File: config.mk
export PLATFORM = sky130hd
export DESIGN_NAME = rv_imm_gen_pipe
export DESIGN_NICKNAME = d
export VERILOG_FILES = /design/src/rtl/rv_imm_gen_pipe.sv
export SDC_FILE = /design/constraint.sdc
export NUM_CORES = 1
export LEC_CHECK = 0
export BUFFER_PORTS_ARGS = -buffer_cell sky130_fd_sc_hd__buf_2
export CAP_MARGIN = 10
export CORE_UTILIZATION = 50
export CTS_BUF_LIST = sky130_fd_sc_hd__clkbuf_16
export CTS_CLUSTER_SIZE = 25
export DETAILED_ROUTE_END_ITERATION = 12
export PLACE_DENSITY = 0.77
export SYNTH_ARGS = -nofsm -noshare
export SYNTH_HDL_FRONTEND = slang
export SYNTH_SLANG_ARGS = --single-unit
File: constraint.sdc
create_clock -name clk_i -period 2.85 [get_ports clk_i]
set_input_delay 0.57 -clock clk_i [delete_from_list [all_inputs] [get_ports clk_i]]
set_output_delay 0.57 -clock clk_i [all_outputs]
set_load 0.005 [all_outputs]
File: src/rtl/rv_imm_gen_pipe.sv
// RISC-V immediate generator: decodes instr_i into an XLEN immediate plus format
// tag, buffered in a two-entry main/skid pipe with a registered ready_o.
module rv_imm_gen_pipe #(
    parameter int XLEN = 64
) (
    input  logic            clk_i,
    input  logic            rst_i,
    input  logic            valid_i,
    output logic            ready_o,
    input  logic [31:0]     instr_i,
    output logic            valid_o,
    input  logic            ready_i,
    output logic [XLEN-1:0] imm_o,
    output logic [2:0]      fmt_o,
    output logic            illegal_o
);

    localparam logic [2:0] FMT_NONE  = 3'd0;
    localparam logic [2:0] FMT_I     = 3'd1;
    localparam logic [2:0] FMT_S     = 3'd2;
    localparam logic [2:0] FMT_B     = 3'd3;
    localparam logic [2:0] FMT_U     = 3'd4;
    localparam logic [2:0] FMT_J     = 3'd5;
    localparam logic [2:0] FMT_SHAMT = 3'd6;
    localparam logic [2:0] FMT_ZIMM  = 3'd7;

    localparam logic [6:0] OP_LOAD   = 7'b0000011;
    localparam logic [6:0] OP_IMM    = 7'b0010011;
    localparam logic [6:0] OP_IMM32  = 7'b0011011;
    localparam logic [6:0] OP_JALR   = 7'b1100111;
    localparam logic [6:0] OP_STORE  = 7'b0100011;
    localparam logic [6:0] OP_BRANCH = 7'b1100011;
    localparam logic [6:0] OP_LUI    = 7'b0110111;
    localparam logic [6:0] OP_AUIPC  = 7'b0010111;
    localparam logic [6:0] OP_JAL    = 7'b1101111;
    localparam logic [6:0] OP_SYSTEM = 7'b1110011;

    typedef struct packed {
        logic [XLEN-1:0] imm;
        logic [2:0]      fmt;
        logic            ill;
    } ent_t;

    typedef enum logic [1:0] {
        S_EMPTY = 2'd0,
        S_ONE   = 2'd1,
        S_TWO   = 2'd2
    } state_t;

    state_t state_q, state_d;
    ent_t   main_q, main_d;
    ent_t   skid_q, skid_d;
    ent_t   dec;
    logic   ready_q, ready_d;
    logic   acc, drn;

    logic [6:0] op;
    logic [2:0] f3;
    logic       is_shift;

    assign op       = instr_i[6:0];
    assign f3       = instr_i[14:12];
    assign is_shift = (f3 == 3'b001) || (f3 == 3'b101);

    // Signed size casts below sign-extend each raw field to XLEN.
    always_comb begin
        dec = '0;
        case (op)
            OP_LOAD, OP_JALR: begin
                dec.imm = XLEN'($signed(instr_i[31:20]));
                dec.fmt = FMT_I;
            end
            OP_IMM: begin
                if (is_shift) begin
                    dec.fmt = FMT_SHAMT;
                    if (XLEN == 64) dec.imm = XLEN'(instr_i[25:20]);
                    else            dec.imm = XLEN'(instr_i[24:20]);
                end else begin
                    dec.imm = XLEN'($signed(instr_i[31:20]));
                    dec.fmt = FMT_I;
                end
            end
            OP_IMM32: begin
                if (XLEN != 64) begin
                    dec.ill = 1'b1;
                end else if (is_shift) begin
                    dec.imm = XLEN'(instr_i[24:20]);
                    dec.fmt = FMT_SHAMT;
                end else begin
                    dec.imm = XLEN'($signed(instr_i[31:20]));
                    dec.fmt = FMT_I;
                end
            end
            OP_STORE: begin
                dec.imm = XLEN'($signed({instr_i[31:25], instr_i[11:7]}));
                dec.fmt = FMT_S;
            end
            OP_BRANCH: begin
                dec.imm = XLEN'($signed({instr_i[31], instr_i[7], instr_i[30:25],
                                         instr_i[11:8], 1'b0}));
                dec.fmt = FMT_B;
            end
            OP_LUI, OP_AUIPC: begin
                dec.imm = XLEN'($signed({instr_i[31:12], 12'b0}));
                dec.fmt = FMT_U;
            end
            OP_JAL: begin
                dec.imm = XLEN'($signed({instr_i[31], instr_i[19:12], instr_i[20],
                                         instr_i[30:21], 1'b0}));
                dec.fmt = FMT_J;
            end
            OP_SYSTEM: begin
                dec.fmt = FMT_ZIMM;
                if (f3[2]) dec.imm = XLEN'(instr_i[19:15]);
            end
            default: begin
                dec.ill = 1'b1;
            end
        endcase
    end

    assign acc = valid_i && ready_q;
    assign drn = (state_q != S_EMPTY) && ready_i;

    always_comb begin
        state_d = state_q;
        main_d  = main_q;
        skid_d  = skid_q;
        case (state_q)
            S_EMPTY: begin
                if (acc) begin
                    main_d  = dec;
                    state_d = S_ONE;
                end
            end
            S_ONE: begin
                if (acc && drn) begin
                    main_d = dec;
                end else if (acc) begin
                    skid_d  = dec;
                    state_d = S_TWO;
                end else if (drn) begin
                    main_d  = '0;
                    state_d = S_EMPTY;
                end
            end
            S_TWO: begin
                // ready_o is low here, so nothing new can arrive while draining.
                if (drn) begin
                    main_d  = skid_q;
                    skid_d  = '0;
                    state_d = S_ONE;
                end
            end
            default: begin
                main_d  = '0;
                skid_d  = '0;
                state_d = S_EMPTY;
            end
        endcase
        ready_d = (state_d != S_TWO);
    end

    always_ff @(posedge clk_i) begin
        if (rst_i) begin
            state_q <= S_EMPTY;
            main_q  <= '0;
            skid_q  <= '0;
            ready_q <= 1'b1;
        end else begin
            state_q <= state_d;
            main_q  <= main_d;
            skid_q  <= skid_d;
            ready_q <= ready_d;
        end
    end

    assign ready_o   = ready_q;
    assign valid_o   = (state_q != S_EMPTY);
    assign imm_o     = main_q.imm;
    assign fmt_o     = main_q.fmt;
    assign illegal_o = main_q.ill;

endmodule

# Yosys cells after proc, flatten, opt, wreduce, memory -nomap -nowiden
# Cells that the tools add are included.
[word_totals]
register_bits = 139
input_bits = 36
output_inout_bits = 70
word_cells = 60
[classes]
n_eq_ne = 21
mux = 19
bitwise_logic = 1
n_reduce_logical = 11
[ops]
columns = ["operator", "count"]
rows = [
  ["$pmux W67 S8", 1],
  ["$mux W68", 6],
  ["$pmux W68 S3", 2],
  ["$mux W67", 2],
  ["$eq A7 B7 Y1 const B", 4],
  ["$eq A7 B5 Y1 const B", 3],
  ["$eq A7 B6 Y1 const B", 2],
  ["$mux W2", 5],
  ["$ne A2 B2 Y1 const B", 5],
  ["$reduce_or A10 Y1", 1],
  ["$reduce_and A4 Y1", 2],
  ["$eq A7 B2 Y1 const B", 1],
  ["$ne A3 B3 Y1 const B", 2],
  ["$pmux W2 S3", 1],
  ["$mux W5", 1],
  ["$reduce_or A2 Y1", 2],
  ["$eq A3 B1 Y1 const B", 1],
  ["$eq A3 B3 Y1 const B", 1],
  ["$logic_and A1 B1 Y1", 3],
  ["$eq A2 B1 Y1 const B", 1],
  ["$eq A2 B2 Y1 const B", 1],
  ["$logic_not A2 Y1", 1],
  ["$reduce_bool A2 Y1", 1],
  ["$logic_or A1 B1 Y1", 1],
  ["2 further kinds", 2],
]

# Logic depth before layout (Yosys ltp)
# Gate-level depths: netlist of the first run.
[logic_depth]
depth_word = 7
ltp_mapped = 9
ltp_nobuf = 5

# Worst setup path before layout of the first run
# No wires, ideal clock.
[synth_timing]
path_type = "input-to-reg"
from = "input instr_i[12]"
to = "register skid_q[25] in the netlist's numbering"
setup_ns = 0.122
t_arrival_ns = 1.783
t_required_ns = 2.728
slack_ns = 0.945
stages = 6
path_buffers = 1
path_cell_list = "or2b_1 > a32oi_2 > o22ai_4 > and3_4 > buf_6 > a221o_1"
[synth_via]
elab_chain_cells = 7
word_cells_on_any_way = 9
classes_between = "eq/ne: 2; mux: 6; reduce/logical: 1"
[synth_lines]
columns = ["element", "line", "text"]
rows = [
  ["start, declared", "10", "input logic [31:0] instr_i,"],
  ["$eq A3 B1 Y1 / $eq A3 B3 Y1 (equally long branches)", "63", "assign is_shift = (f3 == 3'b001) || (f3 == 3'b101);"],
  ["$logic_or A1 B1 Y1 *", "63", ""],
  ["$mux W67 (on tied branches)", "86, 74", ""],
  ["$pmux W67 S8 *", "68", "case (op)"],
  ["$mux W68 *", "139", "end else if (acc) begin"],
  ["$mux W68 *", "137", "if (acc && drn) begin"],
  ["$pmux W68 S3 *", "129", "case (state_q)"],
  ["end signal, assigned", "173", "skid_q <= skid_d;"],
  ["end, declared", "52", "ent_t skid_q, skid_d;"],
]
# Every way passes the cells marked *; elsewhere a longest branch is shown, timed or not. The select of a mux whose other input is x is not followed.
# A chain may end at the register's enable or synchronous reset.

# Final worst setup path of the first run
[layout_timing]
from = "register state_q[1]"
to = "register skid_q[29] in the netlist's numbering"
[layout_via]
elab_chain_cells = 5
word_cells_on_any_way = 12
classes_between = "eq/ne: 5; mux: 1; bitwise: 1; reduce/logical: 5"
[layout_lines]
columns = ["element", "line", "text"]
rows = [
  ["start, declared", "50", "state_t state_q, state_d;"],
  ["start signal, assigned", "171", "state_q <= state_d;"],
  ["$reduce_bool A2 Y1", "123", "assign drn = (state_q != S_EMPTY) && ready_i;"],
  ["$logic_and A1 B1 Y1", "123", ""],
  ["$logic_and A1 B1 Y1", "137", ""],
  ["$ne A2 B2 Y1 (no line)", "-", ""],
  ["$reduce_and A4 Y1 (no line)", "-", ""],
]
# Parallel ways exist; a longest one is shown, timed or not.

==> results of run 1 <==
[through the flow]
step	std cells	worst slack, ns
after floorplan	399	0.945
after global placement	545	0.597
after detailed placement	545	0.587
after CTS	561	0.717
after global routing	561	0.537
final	561	0.682
[path summary, 6_finish.rpt]
check        depth (start not counted)               startpoint                       to
max                                  5    state_q[1]$_SDFF_PP0_  skid_q[29]$_SDFFE_PP0P_
min                                  2  skid_q[13]$_SDFFE_PP0P_    imm_o[9]$_SDFFE_PP0P_
max reg2reg                          5    state_q[1]$_SDFF_PP0_  skid_q[29]$_SDFFE_PP0P_
min reg2reg                          2  skid_q[13]$_SDFFE_PP0P_    imm_o[9]$_SDFFE_PP0P_
[logic make-up (layout without fill, tap and decap cells)]
| logic type | Yosys count | after routing |
|---|---|---|
| AOI/OAI and AO/OA | 127 | 127 |
| buffers and inverters | 66 | 132 |
| DFF | 75 | 75 |
| and+or+nand+nor | 131 | 131 |
[power groups by stage]
stage,Combinational (mW),Sequential (mW),Clock (mW)
after global placement,0.219,1.10,0
after floorplan,0.142,1.10,0
after global routing,0.247,1.08,1.27
final,0.225,1.08,1.22
after detailed placement,0.222,1.10,0
after CTS,0.222,1.08,1.22
[area by class of cell]
class | count | area (µm²) | area share
Clock buffer | 9 | 225 | 0.0523
Clock inverter | 7 | 92.6 | 0.0215
Inverter | 4 | 15.0 | 0.00349
Multi-Input combinational cell | 258 | 1780 | 0.412
Sequential cell | 75 | 1500 | 0.349
Tap cell | 96 | 120 | 0.0279
Timing Repair Buffer | 112 | 578 | 0.134
[layer usage]
layer  global-route usage  part of all wire
met4                0.113             0.021
met2                0.399              0.48
met3               0.0443             0.071
met1                0.327              0.43
met5                    0                 0
[flip-flops by register name, indices dropped and copies added, names as in the netlist]
signal,count
fmt_o,3
illegal_o,1
ready_o,1
state_q,2
imm_o,32
skid_q,36
[layout by cell type, fill, tap and decap left out, drive strengths merged, types with 3 or more instances in the layout]
cell type,instances
clkinv,3
a222oi,24
nor2,22
a221o,19
a2bb2oi,3
nor3b,6
nand3,12
nand2,37
a31oi,3
a22o,8
inv,4
dfxtp,75
nor3,4
a22oi,19
and3,4
and2,5
buf,112
nand3b,5
o21ai,21
clkbuf,9
and3b,3
or3,3
a21oi,11
nand2b,13
o22ai,7
nor2b,6
[worst reg2reg max path, stage by stage, from the launching register on]
cell and delay (ns):
dfxtp_1 0.49, and3b_1 0.51, nand2_4 0.11, or3_1 0.50
nor2_4 0.31, a221o_1 0.20
==> key figures, run 1 <==
Worst setup path
  • Worst setup EP type: flop
  • Worst R2R Setup Slack: 0.68 ns
  • Worst path slowest cell: and3b_1
  • CP Class: reg -> reg
  • Req. time, crit path: 3.13 ns
  • Startpoint Class: flop
  • Worst Path Arrival: 2.44 ns
  • Cells along the critical path: and3b_1, nand2_4, or3_1, nor2_4, a221o_1
  • Critical path's top delay family: simple AND/OR/NAND/NOR gates
  • Worst-path fanout max: 19
  • Slowest cell delay on critical path: about 0.50 ns
  • Worst path bufs/invs: 0

Synth
  • Largest cells by area after synthesis: dfxtp_1, a222oi_1, buf_4, a221o_1, a22oi_1
  • Synth Area in Compound Gates: 0.274
  • Ys async rst share: 0
  • Synth Warn #: 0
  • Distinct cells, synth: 56
  • Main synth FF type: dfxtp_1
  • Share of the synthesized area in the top cell type: 0.406
  • EDFF count, synth: 0
  • Simple-gate share of the synthesized area: 0.204
  • Post-synthesis mux area share: 0
  • Synthesized area: 3700 µm²
  • Top post-synthesis cells by count: dfxtp_1, nand2_1, buf_4, a222oi_1, o21ai_0
  • Post-Synth XOR/XNOR Area: 0
  • Synth area leader: dfxtp_1
  • Avg Cell Area, Syn: 9.26 µm²
  • Synth Register Bits: 75
  • Synth Area in Adders: 0
  • Main combinational cell family by area after synthesis: compound AO/OA/AOI/OAI gates
  • Synthesized instance count: 399
  • Sequential fraction of the synthesis area: 0.406
  • Cell with the most instances after synthesis: dfxtp_1
  • Syn nets: between 400 and 500

STA
  • Slew headroom: 0.458
  • Period utilization: 0.761
  • Post-route setup TNS: 0 ns
  • Setup violations, final: 0
  • RSZ-0062 raised after global routing: false
  • Final Max Tran Viols: 0
  • Hold slack: between 0.4 and 0.5 ns
  • Clock Skews: 0.00763 ns
  • Final Hold Fails: 0
  • F_max: 461 MHz
  • Crit path time final: 2.17 ns
  • Least-Margin Pin Slew: 0.803 ns

Floorplan
  • Die width: 88.0 µm
  • Io pins: 106
  • Row count: 30
  • Die area: about 7700 µm²
  • DIE HEIGHT: 88.0 µm
  • Starting density of the core: 0.529
  • Core Box Area: 6980 µm²

Clocking
  • Root Driver: clkbuf_16
  • Gates resized, CTS repair: 0
  • Post-CTS setup buffers: 0
  • CTS H-tree depth: 3
  • Clk Latency, worst-skew pair: 0.34 ns
  • Reg clk slew, reported paths: ~0.06 ns
  • # clock sinks: 75
  • CTS tree: done
  • Inserted Clock Buffers: 9
  • Maximum clock path buffer count: 2
  • CTS hold repair buffers: 0

Worst hold path
  • Min-Delay Path Class: reg -> reg

Drt
  • Drc violations: 0
  • Routed Antenna Nets: 0
  • Via density: 6.04
  • Drt first-iter violations: between 200 and 300
  • DRT Wirelength: 9520 µm
  • Pre-antenna DRT Iters: 6
  • Wire per inst: 17.0 µm
  • Detailed-route via count: 3390

Global route
  • Vias in the first global route: 2972
  • Grt total ovfl: 0
  • Total GRT Usage: 0.249
  • Largest net degree at the start of global routing: 35
  • First-pass GRT wire length: 14700 µm
  • Initial antenna violation count: 0

Finish
  • Nets@finish: 496
  • Area Overhead vs Synth: 16.6%
  • Ratio of cells with drive above 1 in the final layout: 0.305
  • Number of antenna diodes: 0
  • Fin area: between 4000 and 5000 µm²
  • Post-Route Utilization: 0.617
  • Filler cell count: around 620

Power and ir drop
  • VDD IR max: 0.000298 V
  • Comb pwr share: 0.089
  • Switching part of the total: 0.242
  • Tot Pwr: between 2 and 3 mW
  • Clock power frac: 0.483
  • Pwr dens: 585 nW/µm²
  • P_sw: between 0.6 and 0.7 mW
  • Sequential share of power: 0.428
  • Int Power: roughly 1.9 mW
  • P_leak: 1.97 nW

Run status
  • Status: finished, final reports clean

Placed design
  • DP Area: 3990 µm²
  • Number of port buffers: 105
  • GPL Wtd Cong: 0.921
  • Post-DP HPWL: 6810 µm

Run
  • Max_cap viols: 0
Power figures use the tool's default switching activity.
==> run 2, diff against run 1 <==
==> constraint.sdc (replaced) <==
create_clock -name clk_i -period 2.2 [get_ports clk_i]
set_input_delay 0.44 -clock clk_i [delete_from_list [all_inputs] [get_ports clk_i]]
set_output_delay 0.44 -clock clk_i [all_outputs]
set_load 0.005 [all_outputs]
==> run 2 against run 1 <==
Net effect: highest routed layer unchanged; critical path depth unchanged; die area unchanged; first-iteration DRC count rose by 25%.
==> key figures, run 2 (synthesized netlist as in run 1, its figures left out) <==
Finish
  • Number of antenna diodes: 0 (unchanged)
  • Number of flip-flops in the largest register: 36 (unchanged)
  • Area Overhead vs Synth: 20.7% (was 16.6%)
  • Commonest cells after routing, fill and taps aside: buf_2, dfxtp_1, nand2_1, a222oi_1 (was buf_2, dfxtp_1, nand2_1, a222oi_1, o21ai_0)
  • Leading cell type in the layout, fill and taps excluded: buf_2 (unchanged)
  • Nets@finish: 511 (was 496)
  • Ratio of cells with drive above 1 in the final layout: 0.323 (was 0.305)
  • Top reg by flops: skid_q (unchanged)

Floorplan
  • Starting density of the core: 0.529 (unchanged)
  • Die width: 88.0 µm (unchanged)
  • Io pins: 106 (unchanged)
  • Core Box Area: 6980 µm² (unchanged)
  • Die area: 7740 µm² (unchanged)
  • DIE HEIGHT: 88.0 µm (unchanged)
  • Row count: 30 (unchanged)

Worst setup path
  • CP Class: reg -> reg (unchanged)
  • Startpoint Class: flop (unchanged)
  • Req. time, crit path: 2.47 ns (was 3.13 ns)
  • Worst setup EP type: flop (unchanged)
  • Worst Path Arrival: 2.12 ns (was 2.44 ns)
  • Worst-path fanout max: 8 (was 19)

STA
  • Setup violations, final: 0 (unchanged)
  • Slew headroom: 0.490 (was 0.458)
  • F_max: 541 MHz (was 461 MHz)
  • Final Max Tran Viols: 0 (unchanged)
  • Post-route setup TNS: 0 ns (unchanged)
  • Final Hold Fails: 0 (unchanged)
  • Hold slack: 0.371 ns (was 0.470 ns)
  • Clock Skews: 0.00897 ns (was 0.00763 ns)
  • RSZ-0062 raised after global routing: false (unchanged)
  • Period utilization: 0.840 (was 0.761)
  • Least-Margin Pin Slew: 0.764 ns (was 0.803 ns)
  • Crit path time final: 1.85 ns (was 2.17 ns)

Clocking
  • Gates resized, CTS repair: 0 (unchanged)
  • CTS H-tree depth: 3 (unchanged)
  • Reg clk slew, reported paths: 0.06 ns (about the same)
  • Inserted Clock Buffers: 9 (unchanged)
  • CTS hold repair buffers: 0 (unchanged)
  • # clock sinks: 75 (unchanged)
  • CTS tree: done (unchanged)
  • Root Driver: clkbuf_16 (unchanged)
  • Post-CTS setup buffers: 0 (unchanged)
  • Maximum clock path buffer count: 2 (unchanged)
  • Clk Latency, worst-skew pair: 0.33 ns (was 0.34 ns)

Power and ir drop
  • Clock power frac: 0.491 (was 0.483)
  • Pwr dens: 756 nW/µm² (was 585 nW/µm²)
  • VDD IR max: 0.000457 V (was 0.000298 V)
  • Switching part of the total: 0.229 (was 0.242)
  • Comb pwr share: 0.096 (was 0.089)
  • P_sw: 0.774 mW (was 0.610 mW)
  • Sequential share of power: 0.412 (was 0.428)
  • Int Power: 2.60 mW (was 1.91 mW)
  • P_leak: 2.07 nW (was 1.97 nW)

Global route
  • Grt total ovfl: 0 (unchanged)
  • Total GRT Usage: 0.263 (was 0.249)
  • Largest net degree at the start of global routing: 35 (unchanged)
  • Vias in the first global route: 3144 (was 2972)
  • First-pass GRT wire length: 15500 µm (was 14700 µm)
  • Initial antenna violation count: 0 (unchanged)

Drt
  • Pre-antenna DRT Iters: 6 (unchanged)
  • Wire per inst: 17.3 µm (was 17.0 µm)
  • Detailed-route via count: 3502 (was 3390)
  • Via density: 6.08 (was 6.04)
  • DRT Wirelength: 9950 µm (was 9520 µm)
  • Routed Antenna Nets: 0 (unchanged)
  • Drc violations: 0 (unchanged)
  • Drt first-iter violations: 363 (was 291)

Worst hold path
  • Min-Delay Path Class: in -> reg (was reg -> reg)

Placed design
  • Number of port buffers: 105 (unchanged)
  • GPL Wtd Cong: 0.923 (was 0.921)
  • Post-DP HPWL: 6950 µm (was 6810 µm)

Run
  • Max_cap viols: 0 (unchanged)

Run status
  • Status: finished, final reports clean (unchanged)
[run 2: cell types whose count changed in the layout (fill, tap and decap cells not counted)]
cell,before,now
buf_12,0,2
buf_4,7,20
bufinv_16,2,3
clkinv_2,1,0
clkinv_4,1,0
clkinvlp_4,2,1
inv_1,4,6
[run 2: path summary, 6_finish.rpt]
| kind | cells after the start | slack (ns) | start | end |
|---|---|---|---|---|
| hold reg to reg | 2 | 0.46 | skid_q[15]$_SDFFE_PP0P_ | skid_q[15]$_SDFFE_PP0P_ |
| hold / removal | 2 | 0.37 | instr_i[15] | skid_q[19]$_SDFFE_PP0P_ |
| setup / recovery | 5 | 0.35 | ready_o$_SDFF_PP1_ | imm_o[13]$_SDFFE_PP0P_ |
| setup reg to reg | 5 | 0.35 | ready_o$_SDFF_PP1_ | imm_o[13]$_SDFFE_PP0P_ |
[run 2: area by class of cell]
| class | count | area, µm² |
|---|---|---|
| clock inverters | 7 | 109 |
| fillers | 584 | 2520 |
| inverters | 4 | 15.0 |
| repair buffers | 127 | 716 |
| clock buffers | 9 | 225 |
| multi-input cells | 258 | 1780 |
| well taps | 96 | 120 |
| flip-flops and latches | 75 | 1500 |
[run 2: metrics by stage]
stage	power (mW)	util	instance area (µm²)	instances	setup slack (ns)
after global placement	1.73	0.591	4130	560	0.164
after floorplan	1.60	-	3700	399	0.425
after CTS	3.37	0.639	4460	576	0.341
after detailed placement	1.74	0.591	4130	560	0.116
final	3.37	0.639	4460	576	0.351
after global routing	3.48	0.639	4460	576	0.149
[run 2: metal layers]
| layer | track usage | up-vias | share of wire |
|---|---|---|---|
| li1 | - | 1651 | - |
| met4 | 0.125 | 0 | 0.026 |
| met3 | 0.0556 | 24 | 0.061 |
| met2 | 0.404 | 166 | 0.46 |
| met1 | 0.352 | 1661 | 0.45 |
| met5 | 0 | - | 0 |
[run 2: worst max-delay path, cell delays in order, from the launching register on]
cell and delay [ns]:
dfxtp_1 0.41, nand2_1 0.14, or4_1 0.61, nor2_2 0.37
a222oi_1 0.15, nand2b_1 0.11
[run 2: power by group through the flow]
stage / logic (mW) / clock network, mW / registers, mW
2_1_floorplan: 0.184 / 0 / 1.42
3_3_place_gp: 0.313 / 0 / 1.42
3_5_place_dp: 0.319 / 0 / 1.42
4_1_cts: 0.321 / 1.66 / 1.39
5_1_grt: 0.353 / 1.73 / 1.39
6_report: 0.325 / 1.66 / 1.39
==> run 3, diff against run 2 <==
==> constraint.sdc (replaced) <==
create_clock -name clk_i -period 1.8 [get_ports clk_i]
set_input_delay 0.36 -clock clk_i [delete_from_list [all_inputs] [get_ports clk_i]]
set_output_delay 0.36 -clock clk_i [all_outputs]
set_load 0.005 [all_outputs]
==> run 3 against run 2 <==
Net effect: clock skew fell by 0.0031 ns; die area did not move; critical path depth did not move; final area rose by 4.5%; wire length rose by 1.8%; register-to-register slack got worse by 0.26 ns; sequential power rose by 22%; worst setup slack got worse by 0.26 ns; global-route usage rose by 0.52 points; via count rose by 4.2%; sequential cell count did not move; critical endpoint is now skid_q[32]$_SDFFE_PP0P_.
==> key figures, run 3 (synthesized netlist as in run 1, its figures left out) <==
Clocking
  • Maximum clock path buffer count: 2 (unchanged)
  • CTS H-tree depth: 3 (unchanged)
  • Reg clk slew, reported paths: 0.06 ns (about the same)
  • CTS hold repair buffers: 0 (unchanged)
  • # clock sinks: 75 (unchanged)
  • CTS tree: done (unchanged)
  • Clk Latency, worst-skew pair: 0.33 ns (about the same)
  • Inserted Clock Buffers: 9 (unchanged)
  • Root Driver: clkbuf_16 (unchanged)

Power and ir drop
  • Tot Pwr: 3.80 mW (was 3.37 mW)
  • P_leak: 2.20 nW (was 2.07 nW)
  • Pwr dens: 814 nW/µm² (was 756 nW/µm²)
  • VDD IR max: 0.000514 V (was 0.000457 V)

Global route
  • First-pass GRT wire length: 15900 µm (was 15500 µm)
  • Initial antenna violation count: 0 (unchanged)
  • Total GRT Usage: 0.268 (was 0.263)
  • Vias in the first global route: 3369 (was 3144)
  • Largest net degree at the start of global routing: 34 (was 35)
  • Grt total ovfl: 0 (unchanged)

Placed design
  • Dpl cells: 595 (was 560)
  • Post-DP HPWL: 7400 µm (was 6950 µm)
  • Number of port buffers: 105 (unchanged)
  • GPL Wtd Cong: 0.918 (was 0.923)

Finish
  • Post-Route Utilization: 0.668 (was 0.639)
  • Top reg by flops: skid_q (unchanged)
  • Number of flip-flops in the largest register: 36 (unchanged)
  • Number of antenna diodes: 0 (unchanged)
  • Ratio of cells with drive above 1 in the final layout: 0.373 (was 0.323)
  • Area Overhead vs Synth: 26.2% (was 20.7%)
  • Nets@finish: 546 (was 511)
  • Commonest cells after routing, fill and taps aside: buf_2, dfxtp_1, buf_4, nand2_1, a222oi_1 (was buf_2, dfxtp_1, nand2_1, a222oi_1)
  • Leading cell type in the layout, fill and taps excluded: buf_2 (unchanged)
  • Final std cells w/o fill: 611 (was 576)

Drt
  • Via density: 5.97 (was 6.08)
  • Wire per inst: 16.6 µm (was 17.3 µm)
  • Routed Antenna Nets: 0 (unchanged)
  • Drt first-iter violations: 293 (was 363)
  • Drc violations: 0 (unchanged)
  • DRT Wirelength: 10100 µm (was 9950 µm)
  • Detailed-route via count: 3650 (was 3502)
  • Pre-antenna DRT Iters: 6 (unchanged)

STA
  • Post-route setup TNS: 0 ns (unchanged)
  • RSZ-0062 raised after global routing: false (unchanged)
  • Slew headroom: 0.554 (was 0.490)
  • Hold slack: 0.297 ns (was 0.371 ns)
  • Least-Margin Pin Slew: 0.661 ns (was 0.764 ns)
  • F_max: 584 MHz (was 541 MHz)
  • Crit path time final: 1.71 ns (was 1.85 ns)
  • Setup violations, final: 0 (unchanged)
  • Final Hold Fails: 0 (unchanged)
  • Final Max Tran Viols: 0 (unchanged)
  • Period utilization: 0.951 (was 0.840)
  • Clock Skews: 0.00591 ns (was 0.00897 ns)

Floorplan
  • Io pins: 106 (unchanged)
  • Core Box Area: 6980 µm² (unchanged)
  • Starting density of the core: 0.529 (unchanged)
  • DIE HEIGHT: 88.0 µm (unchanged)
  • Die width: 88.0 µm (unchanged)
  • Row count: 30 (unchanged)
  • Die area: 7740 µm² (unchanged)

Worst setup path
  • Worst Path Arrival: 1.99 ns (was 2.12 ns)
  • Req. time, crit path: 2.07 ns (was 2.47 ns)
  • Slowest cell delay on critical path: 0.42 ns (was 0.61 ns)
  • Worst R2R Setup Slack: 0.09 ns (was 0.35 ns)
  • Worst path slowest cell: or3_1 (was or4_1)
  • Worst reg2reg startpoint: state_q[1]$_SDFF_PP0_ (was ready_o$_SDFF_PP1_)
  • Worst setup EP type: flop (unchanged)
  • Startpoint Class: flop (unchanged)
  • Reg2reg end: skid_q[32]$_SDFFE_PP0P_ (was imm_o[13]$_SDFFE_PP0P_)
  • Worst-path fanout max: 11 (was 8)
  • Cells along the critical path: and3b_1, nand2_4, or3_1, nor2_4, a221o_1 (was nand2_1, or4_1, nor2_2, a222oi_1, nand2b_1)
  • CP Class: reg -> reg (unchanged)
  • Crit. Startpoint: state_q[1]$_SDFF_PP0_ (was ready_o$_SDFF_PP1_)
  • Worst-case reg-to-reg path depth: 5 (unchanged)

Run status
  • Status: finished, final reports clean (unchanged)

Worst hold path
  • Hold EP: skid_q[21]$_SDFFE_PP0P_ (was skid_q[19]$_SDFFE_PP0P_)
  • Min-Delay Path Class: in -> reg (unchanged)
  • Hold path startpoint: instr_i[17] (was instr_i[15])
  • Hold path cells: 2 (unchanged)

Run
  • Max_cap viols: 0 (unchanged)
[run 3: worst max path at each step]
stage / to / depth (start not counted)
6_report: skid_q[32]$_SDFFE_PP0P_ / 5
3_3_place_gp: imm_o[4]$_SDFFE_PP0P_ / 7
4_1_cts: skid_q[32]$_SDFFE_PP0P_ / 5
2_1_floorplan: skid_q[25]$_SDFFE_PP0P_ / 6
5_1_grt: skid_q[34]$_SDFFE_PP0P_ / 5
3_5_place_dp: imm_o[17]$_SDFFE_PP0P_ / 8
[run 3: critical path, delay by kind of cell (launching register included)]
family	cells	cell delay, ns
and+or+nand+nor	4	1.08
DFF	1	0.37
AOI/OAI and AO/OA	1	0.20
[run 3: layer usage]
metal | track usage | routed length, µm
met1 | 0.334 | 4400
met2 | 0.442 | 4840
met3 | 0.0547 | 611
met4 | 0.131 | 273
met5 | 0 | 0
[run 3: timing repair]
item,CTS,global route
buffers inserted,0,0
setup endpoints to repair,0,6
gates resized for setup,0,1
[run 3: area by class of cell]
| type | count | area (µm²) |
|---|---|---|
| fill | 601 | 2320 |
| multi-input combinational | 258 | 1780 |
| sequential | 75 | 1500 |
| timing repair buffer | 162 | 978 |
| clock buffer | 9 | 225 |
| tap | 96 | 120 |
| clock inverter | 7 | 45.0 |
| inverter | 4 | 15.0 |
[run 3: report_power, final]
group	leakage, nW	total [mW]	internal [mW]	switching [mW]
clock network	0.131	1.65	0.928	0.720
registers	0.605	1.70	1.68	0.0171
logic	1.47	0.448	0.198	0.250
[run 3: through the flow]
stage / instance area [µm²] / worst slack [ns]
final: 4660 / 0.0874
after global routing: 4660 / 0.00533
after CTS: 4660 / 0.0758
after detailed placement: 4390 / -0.0684
after global placement: 4390 / -0.0709
after floorplan: 3700 / 0.105
